$ cat config.mk
export PLATFORM = sky130hd
export DESIGN_NAME = tf_data_pair9
export DESIGN_NICKNAME = d
export VERILOG_FILES = /design/src/rtl/tf_data_pair9.sv
export SDC_FILE = /design/constraint.sdc
export NUM_CORES = 1
export LEC_CHECK = 0
export ABC_AREA = 1
export BUFFER_PORTS_ARGS = -buffer_cell sky130_fd_sc_hd__buf_2
export CAP_MARGIN = 10
export CORE_MARGIN = 3
export CORE_UTILIZATION = 49
export DETAILED_ROUTE_END_ITERATION = 10
export HOLD_SLACK_MARGIN = 0.1
export PLACE_DENSITY = 0.78
export SLEW_MARGIN = 20
export SYNTH_ARGS = -nofsm -noshare
export SYNTH_HDL_FRONTEND = slang
export SYNTH_SLANG_ARGS = --single-unit
$ cat constraint.sdc
create_clock -name clk -period 4 [get_ports clk]
set_input_delay 0.8 -clock clk [delete_from_list [all_inputs] [get_ports clk]]
set_output_delay 0.8 -clock clk [all_outputs]
set_load 0.05 [all_outputs]
$ cat src/rtl/tf_data_pair9.sv
// tf_data_pair9: stage-9 twiddle/data pairing buffer.
// Requests twiddles from the stage-9 provider and buffers them in one FIFO.
// Buffers butterfly samples in a second FIFO.
// Emits aligned {data, twiddle} pairs with ready/valid flow control.
// The last pair of every TF_NUM-pair frame is tagged with frame_last.
//
// Ports:
//   clk            - rising-edge clock
//   rst            - asynchronous active-low reset
//   data_in        - butterfly sample {re,im}
//   data_in_valid  - qualifies data_in
//   data_in_ready  - data FIFO not full
//   tf_en          - twiddle request to provider
//   tf_in          - twiddle {re,im}, returned one cycle after tf_en
//   tf_in_valid    - qualifies tf_in
//   data_out       - paired sample
//   tf_out         - paired twiddle
//   data_out_valid - qualifies the output pair
//   out_ready      - downstream accepts the pair
//   frame_last     - marks the pair with index TF_NUM-1
//   err_ovf        - sticky overflow flag
//
// Optional feature: define TFPAIR_OVF_CHECK_EN to enable overflow
// detection on err_ovf. Without it, err_ovf is tied low and
// offending words are dropped silently.

module tf_data_pair9 #(
    parameter int FLOAT_LEN     = 32,
    parameter int TF_NUM        = 256,
    parameter int TF_IDX_LEN    = 8,
    parameter int FIFO_ADDR_LEN = 3
) (
    input  logic                   clk,
    input  logic                   rst,
    input  logic [2*FLOAT_LEN-1:0] data_in,
    input  logic                   data_in_valid,
    output logic                   data_in_ready,
    output logic                   tf_en,
    input  logic [2*FLOAT_LEN-1:0] tf_in,
    input  logic                   tf_in_valid,
    output logic [2*FLOAT_LEN-1:0] data_out,
    output logic [2*FLOAT_LEN-1:0] tf_out,
    output logic                   data_out_valid,
    input  logic                   out_ready,
    output logic                   frame_last,
    output logic                   err_ovf
);

    localparam int W     = 2 * FLOAT_LEN;
    localparam int CW    = FIFO_ADDR_LEN + 1;
    localparam int DEPTH = 1 << FIFO_ADDR_LEN;

    localparam logic [CW-1:0] L_DEPTH = CW'(DEPTH);
    localparam logic [TF_IDX_LEN-1:0] L_LAST = TF_IDX_LEN'(TF_NUM - 1);

    // Run flag and in-flight twiddle request
    logic r_run;
    logic r_tf_en_q;

    // Data FIFO
    logic [W-1:0]             r_dmem [DEPTH];
    logic [FIFO_ADDR_LEN-1:0] r_dwr;
    logic [FIFO_ADDR_LEN-1:0] r_drd;
    logic [CW-1:0]            r_dcnt;

    // Twiddle FIFO
    logic [W-1:0]             r_tmem [DEPTH];
    logic [FIFO_ADDR_LEN-1:0] r_twr;
    logic [FIFO_ADDR_LEN-1:0] r_trd;
    logic [CW-1:0]            r_tcnt;

    // Output stage
    logic [W-1:0]            r_data_out;
    logic [W-1:0]            r_tf_out;
    logic                    r_dov;
    logic                    r_fl;
    logic [TF_IDX_LEN-1:0]   r_pidx;

    logic          w_dready;
    logic          w_dpush;
    logic          w_tpush;
    logic          w_pop;
    logic          w_tf_en;
    logic [CW:0]   w_tsum;

    assign w_dready = (r_dcnt != L_DEPTH);
    assign w_dpush  = data_in_valid & w_dready;
    assign w_tpush  = tf_in_valid & (r_tcnt != L_DEPTH);

    assign w_pop = (r_dcnt != '0) & (r_tcnt != '0)
                 & (~r_dov | out_ready);

    // Credit: buffered twiddles plus the one possibly in flight
    // must leave room for the next response.
    assign w_tsum  = {1'b0, r_tcnt} + {{CW{1'b0}}, r_tf_en_q};
    assign w_tf_en = r_run & (w_tsum < {1'b0, L_DEPTH});

    always_ff @(posedge clk or negedge rst) begin
        if (!rst) begin
            r_run     <= 1'b0;
            r_tf_en_q <= 1'b0;
        end else begin
            r_run     <= 1'b1;
            r_tf_en_q <= w_tf_en;
        end
    end

    // FIFO storage carries no reset; pointers and counts gate its use
    always_ff @(posedge clk) begin
        if (w_dpush) begin
            r_dmem[r_dwr] <= data_in;
        end
        if (w_tpush) begin
            r_tmem[r_twr] <= tf_in;
        end
    end

    always_ff @(posedge clk or negedge rst) begin
        if (!rst) begin
            r_dwr  <= '0;
            r_drd  <= '0;
            r_dcnt <= '0;
        end else begin
            if (w_dpush) begin
                r_dwr <= r_dwr + 1'b1;
            end
            if (w_pop) begin
                r_drd <= r_drd + 1'b1;
            end
            case ({w_dpush, w_pop})
                2'b10:   r_dcnt <= r_dcnt + 1'b1;
                2'b01:   r_dcnt <= r_dcnt - 1'b1;
                default: r_dcnt <= r_dcnt;
            endcase
        end
    end

    always_ff @(posedge clk or negedge rst) begin
        if (!rst) begin
            r_twr  <= '0;
            r_trd  <= '0;
            r_tcnt <= '0;
        end else begin
            if (w_tpush) begin
                r_twr <= r_twr + 1'b1;
            end
            if (w_pop) begin
                r_trd <= r_trd + 1'b1;
            end
            case ({w_tpush, w_pop})
                2'b10:   r_tcnt <= r_tcnt + 1'b1;
                2'b01:   r_tcnt <= r_tcnt - 1'b1;
                default: r_tcnt <= r_tcnt;
            endcase
        end
    end

    // Output register: loads a new pair, clears when drained,
    // holds while the pair is valid but not accepted.
    always_ff @(posedge clk or negedge rst) begin
        if (!rst) begin
            r_data_out <= '0;
            r_tf_out   <= '0;
            r_dov      <= 1'b0;
            r_fl       <= 1'b0;
            r_pidx     <= '0;
        end else if (w_pop) begin
            r_data_out <= r_dmem[r_drd];
            r_tf_out   <= r_tmem[r_trd];
            r_dov      <= 1'b1;
            r_fl       <= (r_pidx == L_LAST);
            r_pidx     <= r_pidx + 1'b1;
        end else if (out_ready) begin
            r_dov <= 1'b0;
            r_fl  <= 1'b0;
        end
    end

`ifdef TFPAIR_OVF_CHECK_EN
    logic r_err;

    always_ff @(posedge clk or negedge rst) begin
        if (!rst) begin
            r_err <= 1'b0;
        end else if ((data_in_valid & ~w_dready)
                   | (tf_in_valid & (r_tcnt == L_DEPTH))) begin
            r_err <= 1'b1;
        end
    end

    assign err_ovf = r_err;
`else
    assign err_ovf = 1'b0;
`endif

    assign data_in_ready  = w_dready;
    assign tf_en          = w_tf_en;
    assign data_out       = r_data_out;
    assign tf_out         = r_tf_out;
    assign data_out_valid = r_dov;
    assign frame_last     = r_fl;

endmodule

# Yosys cells after proc, flatten, opt, wreduce, memory -nomap -nowiden
# Memory sizes are Yosys's and may differ from the RTL's. A register that Yosys moved wholly into a read port is not among the register bits.
# Cells that the tools add are included.
dict set report classes {
  order_cmp 1
  n_mux 9
  n_bitwise 7
  reduce_logical 7
  n_eq_ne 7
  addsub 10
}
# operator count
set ops {}
lappend ops {{$pmux 4 s2} 2}
lappend ops {{$add 3x1->3 const B} 4}
lappend ops {{$add 4x1->4 const B} 2}
lappend ops {{$add 8x1->8 const B} 1}
lappend ops {{$eq 8x8->1 const B} 1}
lappend ops {{$ne 4x4->1 const B} 2}
lappend ops {{$reduce_bool 4->1} 2}
lappend ops {{$sub 4x1->4 const B} 2}
lappend ops {{$mux 1} 7}
lappend ops {{$reduce_bool 2->1} 3}
lappend ops {{$add 4x1->5} 1}
lappend ops {{$and 1x1->1} 5}
lappend ops {{$lt 5x4->1 const B} 1}
lappend ops {{$eq 2x1->1 const B} 2}
lappend ops {{$eq 2x2->1 const B} 2}
lappend ops {{$logic_not 1->1} 2}
lappend ops {{$not 1->1} 1}
lappend ops {{$or 1x1->1} 1}
dict set report word_totals {
  elab_cells 54
  output_inout_bits 133
  ramBits 1024
  in_bits 133
  reg_bits 32
  memories 2
}
# memory words width read_ports rd_ports_with_merged_regs wr line_no
set memory_table {}
lappend memory_table {r_dmem 8 64 1 1 1 61} ;# logic [W-1:0] r_dmem [DEPTH];
lappend memory_table {r_tmem 8 64 1 1 1 67} ;# logic [W-1:0] r_tmem [DEPTH];

# Depth between registers and ports, before layout
# Gate-level depths: netlist (run 1).
dict set report logic_depth {
  word_depth 5
  mapped_depth 14
  depth_no_buf 13
}

# Worst setup path before layout (run 1)
# OpenSTA, ideal clock, no wires.
dict set report synth_path {
  path_kind {register -> register}
  from {register r_dcnt[3]}
  to {memory r_dmem[0][0] (netlist name) (enable)}
  n_path_buf 0
  period_less_slack_ns 4.572
  setup_slack_ns -0.572
  path_stages_with_launch 5
  t_arrival_ns 4.086
  required_time_ns 3.514
  cell_sequence {dfrtp_1 > nand3_1 > nand2_1 > or2_2 > nor2_1}
}
dict set report synth_between {
  elab_chain_len 4
}
# item line_no
set synth_lines {}
lappend synth_lines {{start, declared} 64} ;# logic [CW-1:0] r_dcnt;
lappend synth_lines {{start signal, assigned} 131} ;# 2'b10: r_dcnt <= r_dcnt + 1'b1;
lappend synth_lines {{start signal, assigned} 132} ;# 2'b01: r_dcnt <= r_dcnt - 1'b1;
lappend synth_lines {{start signal, assigned} 133} ;# default: r_dcnt <= r_dcnt;
lappend synth_lines {{$ne 4x4->1} 86} ;# assign w_dready = (r_dcnt != L_DEPTH);
lappend synth_lines {{named net data_in_ready} 37} ;# output logic data_in_ready,
lappend synth_lines {{$and 1x1->1} 87} ;# assign w_dpush = data_in_valid & w_dready;
lappend synth_lines {{$mux 1} 110} ;# if (w_dpush) begin
lappend synth_lines {{$mux 1 (implied by the code)} 111} ;# r_dmem[r_dwr] <= data_in;
lappend synth_lines {{end, declared} 61}
# The timed path passes the listed nets, and every way through them passes these cells.

# Worst setup path after layout (run 1)
dict set report layout_path {
  from {register r_tcnt[0]}
  to {output tf_en}
}
dict set report layout_between {
  elab_chain_len 3
}
# item line_no
set layout_lines {}
lappend layout_lines {{start, declared} 70} ;# logic [CW-1:0] r_tcnt;
lappend layout_lines {{start signal, assigned} 151} ;# 2'b10: r_tcnt <= r_tcnt + 1'b1;
lappend layout_lines {{start signal, assigned} 152} ;# 2'b01: r_tcnt <= r_tcnt - 1'b1;
lappend layout_lines {{start signal, assigned} 153} ;# default: r_tcnt <= r_tcnt;
lappend layout_lines {{$add 4x1->5} 95} ;# assign w_tsum = {1'b0, r_tcnt} + {{CW{1'b0}}, r_tf_en_q};
lappend layout_lines {{$lt 5x4->1} 96} ;# assign w_tf_en = r_run & (w_tsum < {1'b0, L_DEPTH});
lappend layout_lines {{$and 1x1->1} 96}
lappend layout_lines {{end, declared} 38} ;# output logic tf_en,
# Every way passes these cells.

==> summary.md, run 1 <==
| Metric | Value |
|---|---|
| Vias in the first global route | `29200` |
| Post-CTS Setup Bufs | `0` |
| Flop2flop setup slack | `1.55 ns` |
| Delay of the slowest cell on the worst path | `roughly 0.49 ns` |
| Fin crit period | `2.56 ns` |
| CTS Buf Count | `116` |
| DRC Markers | `0` |
| Max-slew violations | `0` |
| Worst vdd ir | `about 0.67 mV` |
| Largest net degree at the start of global routing | `~190` |
| Die ar. | `0.102 mm^2` |
| Die X | `319 um` |
| Clock sink count | `about 1200` |
| Root buf cell | `clkbuf_16` |
| CP Launch Type | `flop` |
| RSZ-0062 raised after global routing | `false` |
| Iter 0 DRT Violations | `3314` |
| Initial Utilization | `0.495` |
| Register area share after synthesis | `0.725` |
| Cell count of the worst reg-to-reg path | `6` |
| I/O pin cnt | `266` |
| Yosys reg bits | `1184` |
| Row count | `114` |
| Synthesized area per cell | `between 10 and 15 um^2` |
| Count of cells resized by post-cts repair | `0` |
| CP Class | `reg2out` |
| Slew @ Worst Pin | `1.23 ns` |
| Hold Fails Final Rpt | `0` |
| Relative max-transition margin | `0.182` |
| Reg-to-reg critical path endpoint | `r_tmem[0][18]$_DFFE_PP_` |
| Tcrit/Tclk final | `0.641` |
| Share of cells above drive strength 1 | `0.156` |
| Worst Path Arrival | `roughly 1.8 ns` |
| Fin Setup TNS | `0 ns` |
| Layout Cells excl Fill | `5385` |
| Overall power | `43200 uW` |
| Initial antenna violation count | `34` |
| Die Y | `319 um` |
| Via count | `just under 30000` |
| All-Layer GR Usage | `0.213` |
| MaxCap Viol Count | `0` |
| Detailed Routing Iterations Pass 1 | `6` |
| GR Overflow Total | `0` |
| Core footprint | `0.0969 mm^2` |
| Avg WL per Cell | `20.4 um` |
| Hold slack | `a little over 0.2 ns` |
| Synth Cell Area | `0.0479 mm^2` |
| CP delay by family, top | `flip-flops` |
| Final HPWL DP | `60600 um` |
| Final wirelength | `110000 um` |
| Antenna viol nets, final | `0` |
| Leakage power | `0.0212 uW` |
| Crit Path Max Fanout | `5` |
| Clock transition at path regs | `0.06 ns` |
| Clock Path Buffers | `3` |
| Post-Synthesis Cells | `~3800` |
| Reg-to-Reg Start | `r_tcnt[0]$_DFFE_PN0P_` |
| Vias/cell | `approximately 5.5` |
| Syn nets | `3914` |
| Post-CTS Hold Buffers | `0` |
| Worst min-delay path category | `in2async` |
| Clock skew | `0.0225 ns` |
| CTS tree | `yes` |
| Status | `finished, final reports clean` |
| Placed Cells | `5139` |
| CTS H-tree depth | `3` |
| Buf/Inv on CP | `1` |
| Synth Warn # | `0` |
| Nets@finish | `around 4100` |
| Slowest-stage cell, CP | `dfrtp_1` |
| Worst EP required | `3.20 ns` |
| PD cells | `795 mW/mm^2` |
| Clock latency on the worst-skew pair | `0.70 ns` |
| Port Buffer Count | `264` |
| Crit. End Element | `primary output` |
| Final setup fails | `0` |
| P&R area growth vs syn | `13.5%` |
| Fmax | `390 MHz` |
| Critical path cell sequence | `nand2_1 -> o31ai_1 -> nor2_1 -> buf_2` |
| Routability cong. | `0.782` |
| First-pass GRT wire length | `168000 um` |
| Netlist cell types | `26` |
==> synthesized netlist by cell type <==
cell type / instances / area (um^2)
buf_4: 3 / 22.5
nand4_1: 2 / 12.5
buf_2: 140 / 701
xnor2_1: 9 / 78.8
nand3_1: 395 / 1980
a31oi_1: 1 / 6.26
buf_6: 31 / 349
o211ai_2: 110 / 1380
conb_1: 2 / 7.51
clkbuf_1: 44 / 165
o211ai_1: 274 / 2060
nand2_1: 700 / 2630
buf_1: 11 / 41.3
o21ai_0: 130 / 651
xor2_1: 8 / 70.1
dfrtp_1: 160 / 4000
nor2_1: 32 / 120
inv_2: 1 / 3.75
nand3_2: 1 / 10.0
or2_2: 3 / 18.8
o21ai_1: 10 / 50.1
edfxtp_1: 1024 / 30700
o31ai_1: 1 / 7.51
a21oi_1: 130 / 651
inv_1: 537 / 2020
ha_1: 11 / 138
==> power breakdown <==
group | leakage [uW] | switching [uW] | total (uW) | internal (uW)
combinational | 0.00806 | 11000 | 15100 | 4110
sequential | 0.0112 | 1300 | 17200 | 15900
clock | 0.00189 | 4520 | 10800 | 6320
==> per-stage QoR <==
step           utilization  setup WS, ns  cell area [um^2]
6_report             0.561          1.44             54400
4_1_cts              0.561          1.40             54300
3_3_place_gp         0.521          1.20             50500
3_5_place_dp         0.521          1.14             50500
2_1_floorplan            -        -0.572             47900
5_1_grt              0.561          1.32             54300
==> logic make-up (layout without fill, tap and decap cells) <==
kind of cell | Yosys count | after routing | share of synthesized area
AO/OA/AOI/OAI | 656 | 656 | 0.100
buffers and inverters | 767 | 1082 | 0.0688
adder cells (fa/ha/maj) | 11 | 11 | 0.00287
XOR/XNOR | 17 | 17 | 0.00311
other | 2 | 26 | 0.000157
flip-flops | 1184 | 1184 | 0.725
AND/OR/NAND/NOR | 1133 | 1133 | 0.0995
==> how the worst max path moves through the flow <==
stage	startpoint	to	slack, ns	cells after the start
detailed placement	out_ready	r_tcnt[2]$_DFFE_PN0P_	1.14	13
finish	r_tcnt[0]$_DFFE_PN0P_	tf_en	1.44	4
CTS	r_tcnt[0]$_DFFE_PN0P_	tf_en	1.40	4
global placement	out_ready	r_tcnt[2]$_DFFE_PN0P_	1.20	13
floorplan	r_dcnt[3]$_DFFE_PN0P_	r_dmem[0][0]$_DFFE_PP_	-0.57	4
global route	r_tcnt[0]$_DFFE_PN0P_	tf_en	1.32	4
==> registers in the layout (all words and copies together), names as in the netlist <==
name,flops
r_dmem,512
r_tmem,512
data_out,64
tf_out,64
r_pidx,8
r_dcnt,4
r_tcnt,4
r_drd,3
r_dwr,3
r_trd,3
r_twr,3
data_out_valid,1
frame_last,1
r_run,1
r_tf_en_q,1
==> layout by cell type, fill, tap and decap left out, drive strengths merged, types with 11 or more instances in the layout <==
master     n
ha        11
dfrtp    160
o21ai    140
o211ai   384
nand2    700
buf      321
clkinv    35
a21oi    130
edfxtp  1024
clkbuf   173
nand3    396
nor2      32
diode     24
inv      544
==> layer usage <==
| layer | routed length, um | vias to the layer above | track usage |
|---|---|---|---|
| li1 | - | 13655 | - |
| met1 | 42800 | 14466 | 0.267 |
| met2 | 54600 | 1217 | 0.361 |
| met3 | 9380 | 211 | 0.0496 |
| met4 | 2900 | 6 | 0.0773 |
| met5 | 34 | - | 0 |
==> cell type report <==
class                      count  area, um^2
sequential                  1184       34800
clock inverter                50         505
antenna                       24        60.1
multi-input combinational   1819        9990
tap                         1276        1600
clock buffer                 172        3320
inverter                     538        2020
timing repair buffer         322        2100
fill                        7344       42500
Note: power is estimated with default switching activity, not from simulation.
==> run 2: changes to the inputs <==
clock period = 2.2 ns   (was 4 ns; I/O delays follow)
==> run 2 against run 1 <==
Against the previous run:
- register-to-register slack got worse by 1.4 ns
- sequential power rose by 80%
- wire length rose by 5.3%
- final area rose by 5.2%
- total power rose by 89%
- sequential share of layout area fell by 3.2 points
- clock power rose by 89%
- core utilization rose by 2.9 points
- worst hold slack got worse by 0.079 ns
- worst setup slack got worse by 1.3 ns
- largest power group unchanged
==> summary.md, run 2 (synthesis gave the netlist of run 1 again) <==
| Metric | Value |
|---|---|
| Status | `finished, final reports clean` |
| Clock Path Buffers | `3 (unchanged)` |
| Final HPWL DP | `63800 um (+5.3%)` |
| Vias in the first global route | `30803 (+5.5%)` |
| CTS tree | `yes` |
| CP Launch Type | `flop` |
| Clock latency on the worst-skew pair | `0.71 ns (about the same)` |
| Share of cells above drive strength 1 | `0.171 (+0.0153)` |
| Die ar. | `0.102 mm^2 (unchanged)` |
| Hold slack | `0.127 ns (-0.0795 ns)` |
| Initial Utilization | `0.495 (unchanged)` |
| CTS H-tree depth | `3 (unchanged)` |
| Fin crit period | `2.08 ns` |
| Worst EP required | `1.76 ns (-1.44 ns)` |
| Core footprint | `0.0969 mm^2 (unchanged)` |
| Largest net degree at the start of global routing | `139 (-28%)` |
| P&R area growth vs syn | `19.4%` |
| Leakage power | `0.0224 uW (+5.7%)` |
| Antenna viol nets, final | `0 (unchanged)` |
| Placed Cells | `5216 (+1.5%)` |
| Final wirelength | `115000 um (+5.3%)` |
| Fmax | `480 MHz` |
| Fill cells | `7010 (-4.5%)` |
| Routability cong. | `0.768 (-1.8%)` |
| Clock sink count | `1184 (unchanged)` |
| Avg WL per Cell | `20.7 um (+1.5%)` |
| Nets@finish | `4339 (+5.2%)` |
| DRC Markers | `0 (unchanged)` |
| Commonest non-fill, non-tap cells in the layout | `edfxtp_1 (1024), nand2_1 (696), inv_1 (532), nand3_1 (394), o211ai_1 (274)` |
| Clock skew | `0.0477 ns (+0.0252 ns)` |
| Die X | `319 um (unchanged)` |
| CP Class | `reg2out` |
| Crit. End Element | `primary output` |
| Buf/Inv on CP | `2 (+1)` |
| Placed inst area | `0.0518 mm^2 (+2.6%)` |
| Commonest non-fill, non-tap cell in the layout | `edfxtp_1` |
| Port Buffer Count | `264 (unchanged)` |
| Detailed Routing Iterations Pass 1 | `6 (unchanged)` |
| Layout Cells excl Fill | `5582 (+3.7%)` |
| I/O pin cnt | `266 (unchanged)` |
| PD cells | `1430 mW/mm^2 (+80%)` |
| Initial antenna violation count | `10 (-71%)` |
| Clock transition at path regs | `0.06 ns (about the same)` |
| Top flop regs | `r_dmem x512, r_tmem x512` |
| Root buf cell | `clkbuf_16` |
| Worst Path Arrival | `1.64 ns (-0.12 ns)` |
| Delay of the slowest cell on the worst path | `0.39 ns (-0.10 ns)` |
| Final Instance Area | `0.0572 mm^2 (+5.2%)` |
| Worst min-delay path category | `in2reg` |
| Final setup fails | `0 (unchanged)` |
| First-pass GRT wire length | `177000 um (+5.7%)` |
| CTS Buf Count | `117 (+0.86%)` |
| Final core occ | `0.591 (+0.0292)` |
| Iter 0 DRT Violations | `3459 (+4.4%)` |
| Vias/cell | `5.52 (+0.64%)` |
| Row count | `114 (unchanged)` |
| Crit Path Max Fanout | `4 (-1)` |
| GR Overflow Total | `0 (unchanged)` |
| Setup WS pre-CTS | `0.0498 ns (-1.09 ns)` |
| Worst vdd ir | `1.41 mV (+110%)` |
| Die Y | `319 um (unchanged)` |
| Critical path cell sequence | `inv_1 -> o31ai_4 -> nor2_4 -> buf_6` |
| Slew @ Worst Pin | `0.879 ns (-0.348 ns)` |
| Final setup margin | `0.116 ns (-1.32 ns)` |
| Slowest-stage cell, CP | `dfrtp_2` |
| Max-slew violations | `0 (unchanged)` |
| RSZ-0062 raised after global routing | `false` |
| MaxCap Viol Count | `0 (unchanged)` |
| CP delay by family, top | `flip-flops` |
| Hold Fails Final Rpt | `0 (unchanged)` |
| Via count | `30832 (+4.3%)` |
| Relative max-transition margin | `0.414 (+0.232)` |
| Tcrit/Tclk final | `0.947` |
| All-Layer GR Usage | `0.224 (+0.0115)` |
==> run 2: tightest hold or removal path: cells and delay by family <==
kind	cells	cell delay [ns]
AND/OR/NAND/NOR	3	0.20
buffers and inverters	1	0.13
==> run 2: what timing repair did <==
item | CTS | global route
buffers inserted | 2 | 4
pin swaps | 1 | 3
resized for setup | 7 | 9
hold buffers | 130 | 0
endpoints found under the setup margin | 2 | 195
endpoints found under the hold margin | 1063 | 0
==> run 2: final cells by class <==
class,instances,area [um^2],share of cell area
diodes,7,17.5,0.000306
clock inverters,72,810,0.0142
clock buffers,151,3190,0.0557
well taps,1276,1600,0.0279
repair buffers,535,4730,0.0826
multi-input cells,1819,10100,0.176
inverters,538,2020,0.0354
flip-flops and latches,1184,34800,0.608
==> run 2: through the flow <==
step	TNS, ns	power, uW
floorplan	-174.58	51700
global placement	0	60100
detailed placement	0	60900
CTS	-0.0527	81700
global route	0	85800
finish	0	81600
==> run 2: routing by layer <==
metal / share of wire / wire length [um] / track usage / vias up
met2: 0.50 / 57700 / 0.382 / 1396
met1: 0.38 / 44200 / 0.283 / 15087
met5: 0.00023 / 27 / 0 / -
li1: - / - / - / 14087
met3: 0.088 / 10200 / 0.0498 / 258
met4: 0.030 / 3420 / 0.0786 / 4
==> run 2: report_power, final <==
part           leakage, uW  switching, uW  internal (uW)  total (uW)
logic              0.00924          21100           9090       30200
registers           0.0112           2080          29000       31000
clock network      0.00192           8640          11700       20400
total               0.0224          31800          49800       81600
==> run 2: final timing paths <==
check / from / endpoint / slack, ns / depth (start not counted)
min in group asynchronous: rst / data_out[56]$_DFFE_PN0P_ / 0.30 / 2
setup / recovery: r_tcnt[1]$_DFFE_PN0P_ / tf_en / 0.12 / 4
hold reg to reg: data_out[19]$_DFFE_PN0P_ / data_out[19]$_DFFE_PN0P_ / 0.47 / 2
hold / removal: tf_in_valid / r_twr[0]$_DFFE_PN0P_ / 0.13 / 4
setup reg to reg: r_tcnt[0]$_DFFE_PN0P_ / r_dcnt[2]$_DFFE_PN0P_ / 0.15 / 13
max in group asynchronous: rst / r_trd[1]$_DFFE_PN0P_ / 1.15 / 3
